**config.mk**
```make
export PLATFORM = sky130hd
export DESIGN_NAME = bp_cac_flit_assembler
export DESIGN_NICKNAME = d
export VERILOG_FILES = /design/src/rtl/bp_cac_flit_assembler.sv
export SDC_FILE = /design/constraint.sdc
export NUM_CORES = 1
export LEC_CHECK = 0
export ABC_AREA = 1
export CORE_MARGIN = 1
export CORE_UTILIZATION = 30
export DETAILED_ROUTE_END_ITERATION = 10
export SLEW_MARGIN = 40
export SYNTH_ARGS = -nofsm -noshare
export SYNTH_HDL_FRONTEND = slang
export SYNTH_SLANG_ARGS = --single-unit
```
**constraint.sdc**
```tcl
create_clock -name clk_i -period 1.49 [get_ports clk_i]
set_input_delay 0.298 -clock clk_i [delete_from_list [all_inputs] [get_ports clk_i]]
set_output_delay 0.298 -clock clk_i [all_outputs]
set_load 0.05 [all_outputs]
```
**src/rtl/bp_cac_flit_assembler.sv**
```systemverilog
// Reassembles coherence NoC flits from the tile-side link into one wide packet.
// Optional macro BP_CAC_FLIT_ASSEMBLER_LEN_CHECK_EN drops oversize packets and flags len_err_o.
module bp_cac_flit_assembler #(
    parameter int unsigned flit_width_p        = 32,
    parameter int unsigned cord_width_p        = 8,
    parameter int unsigned len_width_p         = 4,
    parameter int unsigned max_payload_width_p = 84,
    localparam int unsigned packet_width_lp    = cord_width_p + len_width_p + max_payload_width_p
) (
    input  logic                        clk_i,
    input  logic                        reset_n_i,
    input  logic [flit_width_p-1:0]     link_data_i,
    input  logic                        link_v_i,
    output logic                        link_ready_o,
    output logic [packet_width_lp-1:0]  packet_o,
    output logic                        v_o,
    input  logic                        yumi_i,
    output logic                        len_err_o
);

    localparam int unsigned max_flits_lp = (packet_width_lp + flit_width_p - 1) / flit_width_p;
    localparam int unsigned max_len_lp   = max_flits_lp - 1;
    localparam int unsigned idx_width_lp = (max_flits_lp > 1) ? $clog2(max_flits_lp) : 1;
    localparam int unsigned slot_bits_lp = max_flits_lp * flit_width_p;

    typedef enum logic [1:0] {
        e_header = 2'd0,
        e_body   = 2'd1,
        e_full   = 2'd2
    } state_e;

    state_e                                 r_state, w_state_n;
    logic [len_width_p-1:0]                 r_cnt, w_cnt_n;
    logic [idx_width_lp-1:0]                r_idx, w_idx_n;
    logic                                   r_drop, w_drop_n;
    logic                                   r_len_err, w_len_err_n;
    logic                                   r_ready;
    logic                                   r_v;
    logic                                   w_hs;
    logic                                   w_wr_en;
    logic                                   w_clear;
    logic [len_width_p-1:0]                 w_len;
    logic [max_flits_lp-1:0][flit_width_p-1:0] r_slots;
    logic [slot_bits_lp-1:0]                w_slots_flat;

    assign w_hs  = link_v_i & r_ready;
    assign w_len = link_data_i[cord_width_p +: len_width_p];

    // State and control registers
    always_ff @(posedge clk_i or negedge reset_n_i) begin
        if (!reset_n_i) begin
            r_state   <= e_header;
            r_cnt     <= '0;
            r_idx     <= '0;
            r_drop    <= 1'b0;
            r_len_err <= 1'b0;
            r_ready   <= 1'b0;
            r_v       <= 1'b0;
        end else begin
            r_state   <= w_state_n;
            r_cnt     <= w_cnt_n;
            r_idx     <= w_idx_n;
            r_drop    <= w_drop_n;
            r_len_err <= w_len_err_n;
            r_ready   <= (w_state_n != e_full);
            r_v       <= (w_state_n == e_full);
        end
    end

    // Next-state, counter and slot-write control
    always_comb begin
        w_state_n   = r_state;
        w_cnt_n     = r_cnt;
        w_idx_n     = r_idx;
        w_drop_n    = r_drop;
        w_len_err_n = r_len_err;
        w_wr_en     = 1'b0;
        w_clear     = 1'b0;
        case (r_state)
            e_header: begin
                if (w_hs) begin
                    w_wr_en = 1'b1;
                    w_idx_n = idx_width_lp'(1);
                    if (w_len == '0) begin
                        w_state_n = e_full;
                    end else begin
                        w_state_n = e_body;
`ifdef BP_CAC_FLIT_ASSEMBLER_LEN_CHECK_EN
                        w_cnt_n = w_len;
                        if (w_len > len_width_p'(max_len_lp)) begin
                            w_drop_n    = 1'b1;
                            w_len_err_n = 1'b1;
                        end
`else
                        w_cnt_n = (w_len > len_width_p'(max_len_lp)) ? len_width_p'(max_len_lp) : w_len;
`endif
                    end
                end
            end
            e_body: begin
                if (w_hs) begin
                    w_wr_en = !r_drop;
                    w_idx_n = r_idx + idx_width_lp'(1);
                    w_cnt_n = r_cnt - len_width_p'(1);
                    if (r_cnt == len_width_p'(1)) begin
                        if (r_drop) begin
                            w_state_n = e_header;
                            w_drop_n  = 1'b0;
                            w_clear   = 1'b1;
                        end else begin
                            w_state_n = e_full;
                        end
                    end
                end
            end
            e_full: begin
                if (yumi_i) begin
                    w_state_n = e_header;
                    w_clear   = 1'b1;
                end
            end
            default: begin
                w_state_n = e_header;
                w_clear   = 1'b1;
            end
        endcase
        if (w_clear) begin
            w_idx_n = '0;
            w_cnt_n = '0;
        end
    end

    // Flit slot storage; cleared when a packet is consumed or dropped
    always_ff @(posedge clk_i or negedge reset_n_i) begin
        if (!reset_n_i) begin
            r_slots <= '0;
        end else if (w_clear) begin
            r_slots <= '0;
        end else if (w_wr_en) begin
            r_slots[r_idx] <= link_data_i;
        end
    end

    assign w_slots_flat = r_slots;
    assign packet_o     = w_slots_flat[packet_width_lp-1:0];
    assign v_o          = r_v;
    assign link_ready_o = r_ready;
`ifdef BP_CAC_FLIT_ASSEMBLER_LEN_CHECK_EN
    assign len_err_o    = r_len_err;
`else
    assign len_err_o    = 1'b0;
`endif

endmodule

```
Word-level counts from Yosys, hierarchy flattened
Index checks and enable logic that the tools add are counted.

Memories kept: 0. Latch bits: 0. Output and inout port bits: 99. RAM bits: 0. Memory bits (read-only): 0. Register bits: 106.

Reductions and logical operators: 8. Divide/modulo/power cells: 0. Eq/ne operators: 8. $add $sub $neg: 2. Mux-type cells: 25. Multipliers: 0. Shifts and indexed selects: 0. Bitwise operators: 1. $lt $le $gt $ge: 3.

Operator list (count): 96-bit 2-to-1 mux (2); 96-bit bitwise mux (1); 32-bit demux with 2-bit select (1); 32-bit 2-to-1 mux (1); 4-bit 2-to-1 mux (5); 2-bit 2-to-1 mux (8); 3-bit != test, second input constant (3); 4-bit case mux with 2 select lines (1); 2-bit case mux with 3 select lines (1); 2-bit equality test, second input constant (2); 4-bit by 1-bit equality test with 1-bit output, second input constant (1); 4-bit by 2-bit > comparator with 1-bit output, second input constant (1); 4-bit zero test (1); 2-bit case mux with 2 select lines (1); 4-bit AND reduction (1); 4-bit by 1-bit subtractor with 4-bit output, second input constant (1); 2-bit by 3-bit < comparator with 1-bit output, second input constant (1); 1-bit 2-to-1 mux (3); 3-bit AND reduction (1); 3-bit nonzero test (1); 2-bit by 1-bit adder with 2-bit output, second input constant (1); 2-bit by 1-bit equality test with 1-bit output, second input constant (1); 2-bit by 1-bit greater-or-equal comparator with 1-bit output, second input constant (1); 2-bit zero test (1); 6 further kinds (6).

Depth between registers and ports, before layout
Gate-level depths: netlist of run 1.

Word-level depth: 7. Gate-level depth with buffers: 7. Depth with buffers taken out: 6.

Least setup slack after synthesis of run 1
OpenSTA, ideal clock, no wires.

Path type: register -> register. Start point: register r_ready, in the netlist link_ready_o. End point: register r_slots (netlist bit packet_o[10]). Period minus slack after synthesis: 1458 ps. Cell stages (with the launch flop): 7. Setup slack: 32 ps. Arrival time: 1330 ps. Setup time: 128 ps. Buffers on the path: 1. Cells stage by stage: dfrtp_1 -> nand3_2 -> inv_2 -> nand2_4 -> buf_2 -> nand3_1 -> o21ai_0.

Word-level cells in the longest chain between the ends: 4.

Ends and longest elaborated chain: start, declared (line 37) `logic r_ready;`; start signal, assigned (line 65) `r_ready <= (w_state_n != e_full);`; 1-bit AND (line 46) `assign w_hs = link_v_i & r_ready;`; 1-bit 2-to-1 mux (line 101) `if (w_hs) begin`; 1-bit 2-to-1 mux; 2-bit nonzero test (no source line); end signal, assigned by index (line 140) `r_slots[r_idx] <= link_data_i;`; end, declared (line 43) `logic [max_flits_lp-1:0][flit_width_p-1:0] r_slots;`.

Every way passes these cells. A chain may end at the register's enable or synchronous reset.

Worst setup path in the final report of run 1
Start point: register r_state[1]. End point: register r_slots (netlist bit packet_o[47]).

Word-level cells in the longest chain between the ends: 4.

Ends and longest elaborated chain: start, declared (line 32) `state_e r_state, w_state_n;`; start signal, assigned (line 52) `r_state <= e_header;`; start signal, assigned (line 60) `r_state <= w_state_n;`; 2-bit by 1-bit equality test with 1-bit output / 2-bit zero test (equally long branches) (line 79) `case (r_state)`; 2-bit OR reduction (no source line); 1-bit case mux with 2 select lines / 1-bit 2-to-1 mux (equally long branches); 96-bit 2-to-1 mux / 2-bit nonzero test (equally long branches).

Parallel ways exist; a longest one is shown, timed or not.

==> results of run 1 <==
worst paths after layout:
kind | depth (start not counted) | slack, ps | endpoint | startpoint
min in group clk_i | 2 | 530 | r_cnt[1]$_DFFE_PN0P_ | r_cnt[1]$_DFFE_PN0P_
max in group asynchronous | 3 | 530 | packet_o[51]$_DFFE_PN0P_ | reset_n_i
worst min-delay path | 2 | 410 | link_ready_o$_DFF_PN0_ | reset_n_i
worst max register to register | 7 | 80 | packet_o[47]$_DFFE_PN0P_ | r_state[1]$_DFF_PN0_
worst min register to register | 2 | 530 | r_cnt[1]$_DFFE_PN0P_ | r_cnt[1]$_DFFE_PN0P_
worst max-delay path | 7 | 80 | packet_o[47]$_DFFE_PN0P_ | r_state[1]$_DFF_PN0_
cells in the final DEF (no fill, tap or decap), drive strengths merged:
| cell type | instances |
|---|---|
| buf | 117 |
| nand3 | 109 |
| dfrtp | 106 |
| o21ai | 103 |
| inv | 43 |
| clkdlybuf4s50 | 34 |
| nand2 | 26 |
| clkbuf | 10 |
| nor2 | 7 |
| ha | 5 |
| nand4 | 4 |
| clkinvlp | 2 |
| bufinv | 2 |
| nor3b | 1 |
| xor2 | 1 |
| conb | 1 |
| clkinv | 1 |
| dlygate4sd3 | 1 |
kinds of logic (layout without fill, tap and decap cells):
group,after synthesis,after routing
simple gates,147,147
flops,106,106
compound gates,103,103
buf+inv,73,210
fa+ha+maj,5,5
other cells,1,1
xor+xnor,1,1
cell usage after synthesis, drive strengths merged:
cell type  number  area share
buf            27       0.036
clkbuf          3      0.0026
conb            1     0.00087
dfrtp         106        0.62
ha              5       0.015
inv            43       0.037
nand2          26       0.028
nand3         109        0.13
nand4           4      0.0058
nor2            7      0.0061
nor3b           1      0.0017
o21ai         103        0.12
xor2            1      0.0020
layer usage:
metal,part of all wire,wire length [µm]
met4,0.017,191
met1,0.43,4820
met5,0,0
met3,0.054,606
met2,0.50,5670
worst max-delay path: stages, from the launching register on:
cell,delay (ps)
dfrtp_2,460
inv_2,130
nand3_2,100
inv_2,150
nand2_4,90
buf_12,170
nand3_1,70
o21ai_0,90
flip-flops by register name, summed over array words and instances (netlist names):
register,flops
link_ready_o,1
v_o,1
r_idx,2
r_state,2
packet_o,96
r_cnt,4
power by group through the flow:
stage / Sequential (mW) / Combinational (mW) / Clock [mW]
floorplan: 7.44 / 2.21 / 0
global placement: 5.00 / 9.60 / 0
detailed placement: 5.04 / 9.77 / 0
CTS: 5.00 / 9.79 / 2.54
global route: 5.11 / 10.3 / 2.65
finish: 4.98 / 9.70 / 2.48
cell type report:
cell class / instances / area [µm²] / area share
Sequential cell: 106 / 2650 / 0.365
Clock buffer: 10 / 229 / 0.0315
Timing Repair Buffer: 152 / 2580 / 0.355
Inverter: 43 / 161 / 0.0222
Clock inverter: 5 / 80.1 / 0.0110
Tap cell: 180 / 225 / 0.0310
Multi-Input combinational cell: 257 / 1340 / 0.184
stage by stage:
step	instances	util	setup TNS [ps]	area (µm²)
2_1_floorplan	436	-	0	4310
3_5_place_dp	737	0.498	-10040	6940
4_1_cts	753	0.521	0	7260
3_3_place_gp	737	0.498	-8270	6940
5_1_grt	753	0.521	0	7270
6_report	753	0.521	0	7270
repair_timing:
| action | CTS | global route |
|---|---|---|
| hold buffers | 1 | 0 |
| endpoints found under the setup margin | 0 | 7 |
| endpoints found under the hold margin | 21 | 0 |
| resized for setup | 0 | 2 |
==> results_dict.tcl, run 1 <==
set metrics [dict create \
    outcome "completed" \
    nFillCells 1227 \
    cts_setup_buffers 0 \
    cts_made_buffers 9 \
    min_period_ps 1410 \
    antennaDiodeCount 0 \
    use_met2 0.264 \
    core_mm2 0.0139 \
    via_count 3635 \
    p_clk_frac 0.144 \
    num-nets-final 610 \
    synth-compound-area-share 0.122 \
    grt_busiest_layer "met2" \
    synth_top_family_by_area "simple AND/OR/NAND/NOR gates" \
    grt_pass1_vias 3718 \
    dieArea_mm2 0.0149 \
    met3_usage 0.0370 \
    finClkSkew_ps 8.99 \
    rsz0062_at_grt "false" \
    num_io_pins 135 \
    arrival_ps 1620 \
    synthCells 436 \
    yosys.area_share.adder 0.0145 \
    syn_avg_cell_area_um2 9.89 \
    cts-root-buf "clkbuf_16" \
    ys_seq_elements 106 \
    tritoncts "built" \
    period_share 0.946 \
    insertion_delay_ps 340 \
    place_ws_ps -138 \
    first_iter_violations 285 \
    portBuffers 133 \
    yosysWarnings 0 \
    cap_violations 0 \
    setup_ws_ps 80.9 \
    hold_path_class "in -> async" \
    dp_hpwl_mm 8.35 \
    gp_congestion 0.799 \
    switching_share 0.432 \
    synth_simple_gate_area_share 0.169 \
    start_util 0.309 \
    clk_pin_slew_worst_paths_ps 70 \
    cts_max_path_buffers 2 \
    drc 0 \
    num_rows 43 \
    grt_antenna_before_repair 0 \
    power.leakage_nw 3.36 \
    worstPathRequired_ps 1700 \
    fin_total_pwr_mw 17.2 \
    power_switching_mw 7.41 \
    fmax_ghz 0.710 \
    combPwrFrac 0.565 \
    dr.pass1.iters 4 \
    cts_max_level 3 \
    grt-ovfl-total 0 \
    ant_nets 0 \
    seq_power_share 0.290 \
    critPathKind "reg -> reg" \
    slew_violations 0 \
    track_usage 0.162 \
    finalSetupViolCount 0 \
    syn_to_final_growth_pct 68.5 \
    via_per_inst 4.83 \
    synth.mux.area_fraction 0 \
    power.internal_mw 9.74 \
    grt_max_degree 50 \
    power_density_mw_per_mm2 2360 \
    start_kind "register" \
    cts.sink_count 106 \
    yosysUniqueCellTypes 19 \
    die_y_um 122 \
    ir_drop_v 0.00101 \
    met1_usage 0.206 \
    yosysSeqAreaShare 0.615 \
    holdWs_ps 405 \
    syn_area_mm2 0.00431 \
    synth-xor-area-share 0.00203 \
    die_w_um 122 \
    hold_viol 0 \
    drive_above_1_share 0.244 \
    syn_nets 477 \
    grt_pass1_wl_mm 18.7 \
    routed_wl_mm 11.3 \
    end_kind "register" \
    routedWlPerCell_um 15.0 \
    cp_max_fo 40 \
]
(Power assumes the default switching activity.)
==> run 2: changes to the inputs <==
Settings changed: CORE_UTILIZATION 30 to 46, PLACE_DENSITY from default to 0.79.
==> run 2 against run 1 <==
Compared with the run above:
- combinational power rose by 0.6%
- wire length up 3.5%
- first-iteration DRC count is 53% lower
- clock-buffer cell count up 1
- maximum frequency increased by 1.7%
- design area fell by 2.8%
- sequential power is essentially flat
- non-clock buffer count increased by 1
- hold slack improved by 52 ps
- final cell count decreased by 9.3%
- register-to-register slack improved by 20 ps
- setup slack improved by 23 ps
- largest cell class unchanged
==> results_dict.tcl, run 2 (synthesis results as in run 1) <==
set metrics [dict create \
    via_count 3731 \
    cts_setup_buffers 0 \
    dp_cells 666 \
    final_common_cell "nand3_1" \
    fmax_ghz 0.722 \
    p_clk_frac 0.105 \
    core_mm2 0.00889 \
    routed_wl_mm 11.7 \
    antennaDiodeCount 0 \
    cap_violations 0 \
    dieArea_mm2 0.00976 \
    grt_antenna_before_repair 0 \
    met1_length_mm 4.64 \
    drc 0 \
    via_per_inst 5.46 \
    finClkSkew_ps 12.9 \
    cts_max_path_buffers 2 \
    top_layer "met4" \
    portBuffers 133 \
    num-nets-final 611 \
    setup_ws_ps 104 \
    power_density_mw_per_mm2 2330 \
    min_period_ps 1390 \
    wl_met3_um 555 \
    largest_reg_flops 96 \
    num_io_pins 135 \
    place_ws_ps -161 \
    die_y_um 98.8 \
    cts_made_buffers 9 \
    grt_pass1_wl_mm 18.7 \
    seq_power_share 0.303 \
    ir_drop_v 0.00125 \
    rsz0062_at_grt "false" \
    ant_nets 0 \
    end_kind "register" \
    cts_max_level 3 \
    drive_above_1_share 0.252 \
    rrSetupSlack_ps 100 \
    tritoncts "built" \
    period_share 0.930 \
    num_rows 34 \
    power.leakage_nw 3.31 \
    start_util 0.485 \
    syn_to_final_growth_pct 63.7 \
    hold_path_class "in -> async" \
    finalSetupTns_ps 0 \
    die_w_um 98.8 \
    dr.pass1.iters 6 \
    routedWlPerCell_um 17.1 \
    hold_viol 0 \
    combPwrFrac 0.592 \
    power_switching_mw 7.52 \
    grt_max_degree 55 \
    grt-ovfl-total 0 \
    outcome "completed" \
    clk_pin_slew_worst_paths_ps 110 \
    grt_pass1_vias 3795 \
    finalSetupViolCount 0 \
    dp_hpwl_mm 8.58 \
    start_kind "register" \
    wl_met2_mm 6.33 \
    switching_share 0.456 \
    cts.sink_count 106 \
    final_cell_count_no_fill 683 \
    insertion_delay_ps 360 \
    gp_congestion 0.778 \
    worstPathRequired_ps 1730 \
    critPathKind "reg -> reg" \
    power.internal_mw 8.97 \
    arrival_ps 1620 \
    slew_violations 0 \
    first_iter_violations 133 \
    cp_max_fo 17 \
    most-common-layout-cells "nand3_1 (108), buf_12 (107), dfrtp_1 (104)" \
    track_usage 0.246 \
    cts-root-buf "clkbuf_8" \
]
-- run 2: changes by cell type in the layout (fill, tap and decap cells not counted), sizes merged --
cell	previous run	this run
clkbuf	10	11
clkinvlp	2	1
bufinv	2	0
buf	117	118
inv	43	46
-- run 2: stage by stage --
stage / area (µm²) / utilization / hold slack, ps / total power [mW]
floorplan: 4310 / - / 2.41 / 9.64
global placement: 6850 / 0.770 / 321 / 14.4
detailed placement: 6850 / 0.770 / 323 / 14.8
CTS: 7050 / 0.793 / 480 / 16.5
global route: 7060 / 0.794 / 482 / 17.2
finish: 7060 / 0.794 / 458 / 16.5
-- run 2: final cells by class --
class / count / area, µm²
multi-input combinational: 257 / 1340
sequential: 106 / 2660
tap: 108 / 135
clock buffer: 11 / 151
inverter: 43 / 161
timing repair buffer: 153 / 2570
fill: 544 / 1830
clock inverter: 5 / 42.5
-- run 2: worst max-delay path: stages, from the launching register on --
cell and delay, ps:
dfrtp_2 460, inv_2 110, nand3_2 90, inv_2 150, nand2_4 70, buf_4 190
nand3_1 80, o21ai_0 110
-- run 2: worst paths after layout --
kind	cells after the start	endpoint	from
worst max-delay path	7	packet_o[56]$_DFFE_PN0P_	r_state[1]$_DFF_PN0_
worst min-delay path	3	packet_o[37]$_DFFE_PN0P_	reset_n_i
worst max register to register	7	packet_o[56]$_DFFE_PN0P_	r_state[1]$_DFF_PN0_
worst min register to register	2	packet_o[8]$_DFFE_PN0P_	packet_o[8]$_DFFE_PN0P_
max in group asynchronous	3	r_state[1]$_DFF_PN0_	reset_n_i
min in group clk_i	3	packet_o[81]$_DFFE_PN0P_	link_data_i[17]
-- run 2: repair_timing --
action,in CTS,in global routing
hold buffers,1,0
gates resized for setup,0,4
setup endpoints to repair,0,23
hold endpoints to repair,106,0
-- run 2: power groups by stage --
stage | clock network, mW | logic (mW) | registers [mW]
CTS | 1.75 | 9.79 | 4.98
global route | 1.86 | 10.2 | 5.10
finish | 1.73 | 9.76 | 4.99
floorplan | 0 | 2.21 | 7.44
detailed placement | 0 | 9.77 | 5.04
global placement | 0 | 9.48 | 4.96
-- run 2: metal layers --
metal | up-vias | track usage
met3 | 17 | 0.0454
met4 | 0 | 0.0746
met2 | 132 | 0.455
li1 | 1747 | -
met5 | - | 0
met1 | 1835 | 0.288
==> run 3: changes to the inputs <==
Settings changed: TNS_END_PERCENT from default to 100.
Clock period 1.49 ns to 1.45 ns, I/O delays scaled along.
==> run 3 against run 2 <==
Compared with the run above:
- clock power is 20% higher
- hold slack lost 100 ps
- wire length up 4.1%
- design area grew 1.3%
- critical path depth is the same
- clock-buffer cell count down 2
- final cell count up 0.44%
- first-iteration DRC count grew 61%
- global-route usage rose by 1.5 points
==> results_dict.tcl, run 3 (synthesis results as in run 1) <==
set metrics [dict create \
    period_share 0.943 \
    routed_wl_mm 12.2 \
    grt-ovfl-total 0 \
    cts.sink_count 106 \
    hold_viol 0 \
    cap_violations 0 \
    grt_pass1_wl_mm 19.5 \
    power.leakage_nw 3.36 \
    cp_max_fo 38 \
    cts_made_buffers 9 \
    num_io_pins 135 \
    drive_above_1_share 0.254 \
    finClkSkew_ps 17.6 \
    finalSetupTns_ps 0 \
    ir_drop_v 0.00144 \
    critPathKind "reg -> reg" \
    arrival_ps 1620 \
    fin_total_pwr_mw 17.4 \
    rsz0062_at_grt "false" \
    cts_max_path_buffers 2 \
    nFillCells 518 \
    syn_to_final_growth_pct 65.8 \
    most-common-layout-cells "buf_12 (109), nand3_1 (108), dfrtp_1 (104)" \
    hold_path_class "in -> async" \
    largest_reg_flops 96 \
    num_rows 34 \
    start_util 0.485 \
    setup_ws_ps 83.2 \
    cts-root-buf "clkbuf_8" \
    start_kind "register" \
    outcome "completed" \
    fmax_ghz 0.732 \
    place_ws_ps -212 \
    die_y_um 98.8 \
    num-nets-final 614 \
    cts_max_level 3 \
    routedWlPerCell_um 17.7 \
    grt_max_degree 51 \
    dr.pass1.iters 5 \
    tritoncts "built" \
    track_usage 0.261 \
    grt_antenna_before_repair 0 \
    insertion_delay_ps 380 \
    dp_hpwl_mm 8.76 \
    dp_cells 668 \
    worstPathRequired_ps 1710 \
    dieArea_mm2 0.00976 \
    end_kind "register" \
    min_period_ps 1370 \
    gp_congestion 0.820 \
    grt_pass1_vias 3900 \
    power_density_mw_per_mm2 2440 \
    multiInputGateArea_mm2 0.00134 \
    core_mm2 0.00889 \
    final_common_cell "buf_12" \
    clk_pin_slew_worst_paths_ps 110 \
    drc 0 \
    antennaDiodeCount 0 \
    finalSetupViolCount 0 \
    seqCellArea_mm2 0.00266 \
    fin_util 0.804 \
    via_count 3844 \
    first_iter_violations 214 \
    die_w_um 98.8 \
    portBuffers 133 \
    final_cell_count_no_fill 686 \
    slew_violations 0 \
    ant_nets 0 \
    via_per_inst 5.60 \
]
[run 3: changes by cell type in the layout (fill, tap and decap cells not counted)]
cell and delta:
nand2_2 -1, inv_2 -1, buf_12 +2, inv_4 +1, buf_4 +1, clkbuf_8 -2
inv_6 -2, nor3b_2 -1, nor3b_4 +1, nand2_1 +1, bufinv_16 +2, inv_8 +2
[run 3: what timing repair did]
item                                    in CTS  in global routing
setup buffers                                0                  1
resized for setup                            2                  2
pin swaps                                    0                  1
endpoints found under the setup margin       3                 36
endpoints found under the hold margin       23                  0
hold buffers                                 1                  0
[run 3: where the power goes]
part	switching [mW]	total (mW)	internal, mW	leakage [nW]
sequential	1.16	5.14	3.97	1.38
combinational	5.60	10.2	4.61	1.86
clock	1.07	2.08	1.01	0.114
total	7.83	17.4	9.59	3.36
[run 3: metal layers]
metal  global-route usage  wire length (µm)
met3               0.0553               856
met4                0.139               444
met2                0.462              6470
met5                    0                 0
met1                0.297              4400
[run 3: metrics by stage]
stage                     hold slack, ps  instance area [µm²]
after floorplan                    -5.59                 4310
after global placement               221                 6890
after detailed placement             221                 6890
after CTS                            357                 7130
after global routing                 381                 7150
final                                357                 7150
[run 3: final timing paths]
kind                                      start                  endpoint  slack [ps]  depth (start not counted)
max reg2reg                r_state[1]$_DFF_PN0_  packet_o[11]$_DFFE_PN0P_          80                          7
min                                   reset_n_i  packet_o[39]$_DFFE_PN0P_         360                          2
max in group asynchronous             reset_n_i  packet_o[82]$_DFFE_PN0P_         500                          3
max                        r_state[1]$_DFF_PN0_  packet_o[11]$_DFFE_PN0P_          80                          7
min reg2reg                r_state[1]$_DFF_PN0_    link_ready_o$_DFF_PN0_         560                          2
min in group clk_i              link_data_i[27]  packet_o[91]$_DFFE_PN0P_         500                          3
[run 3: layout make-up]
type	count	area share
Multi-Input combinational cell	257	0.188
Inverter	43	0.0229
Sequential cell	106	0.371
Clock buffer	9	0.0173
Tap cell	108	0.0189
Clock inverter	7	0.0150
Timing Repair Buffer	156	0.367
[run 3: worst max-delay path, stage by stage, from the launching register on]
cell	delay (ps)
dfrtp_2	450
inv_2	120
nand3_2	110
inv_4	120
nand2_4	80
buf_12	170
nand3_1	90
o21ai_0	100
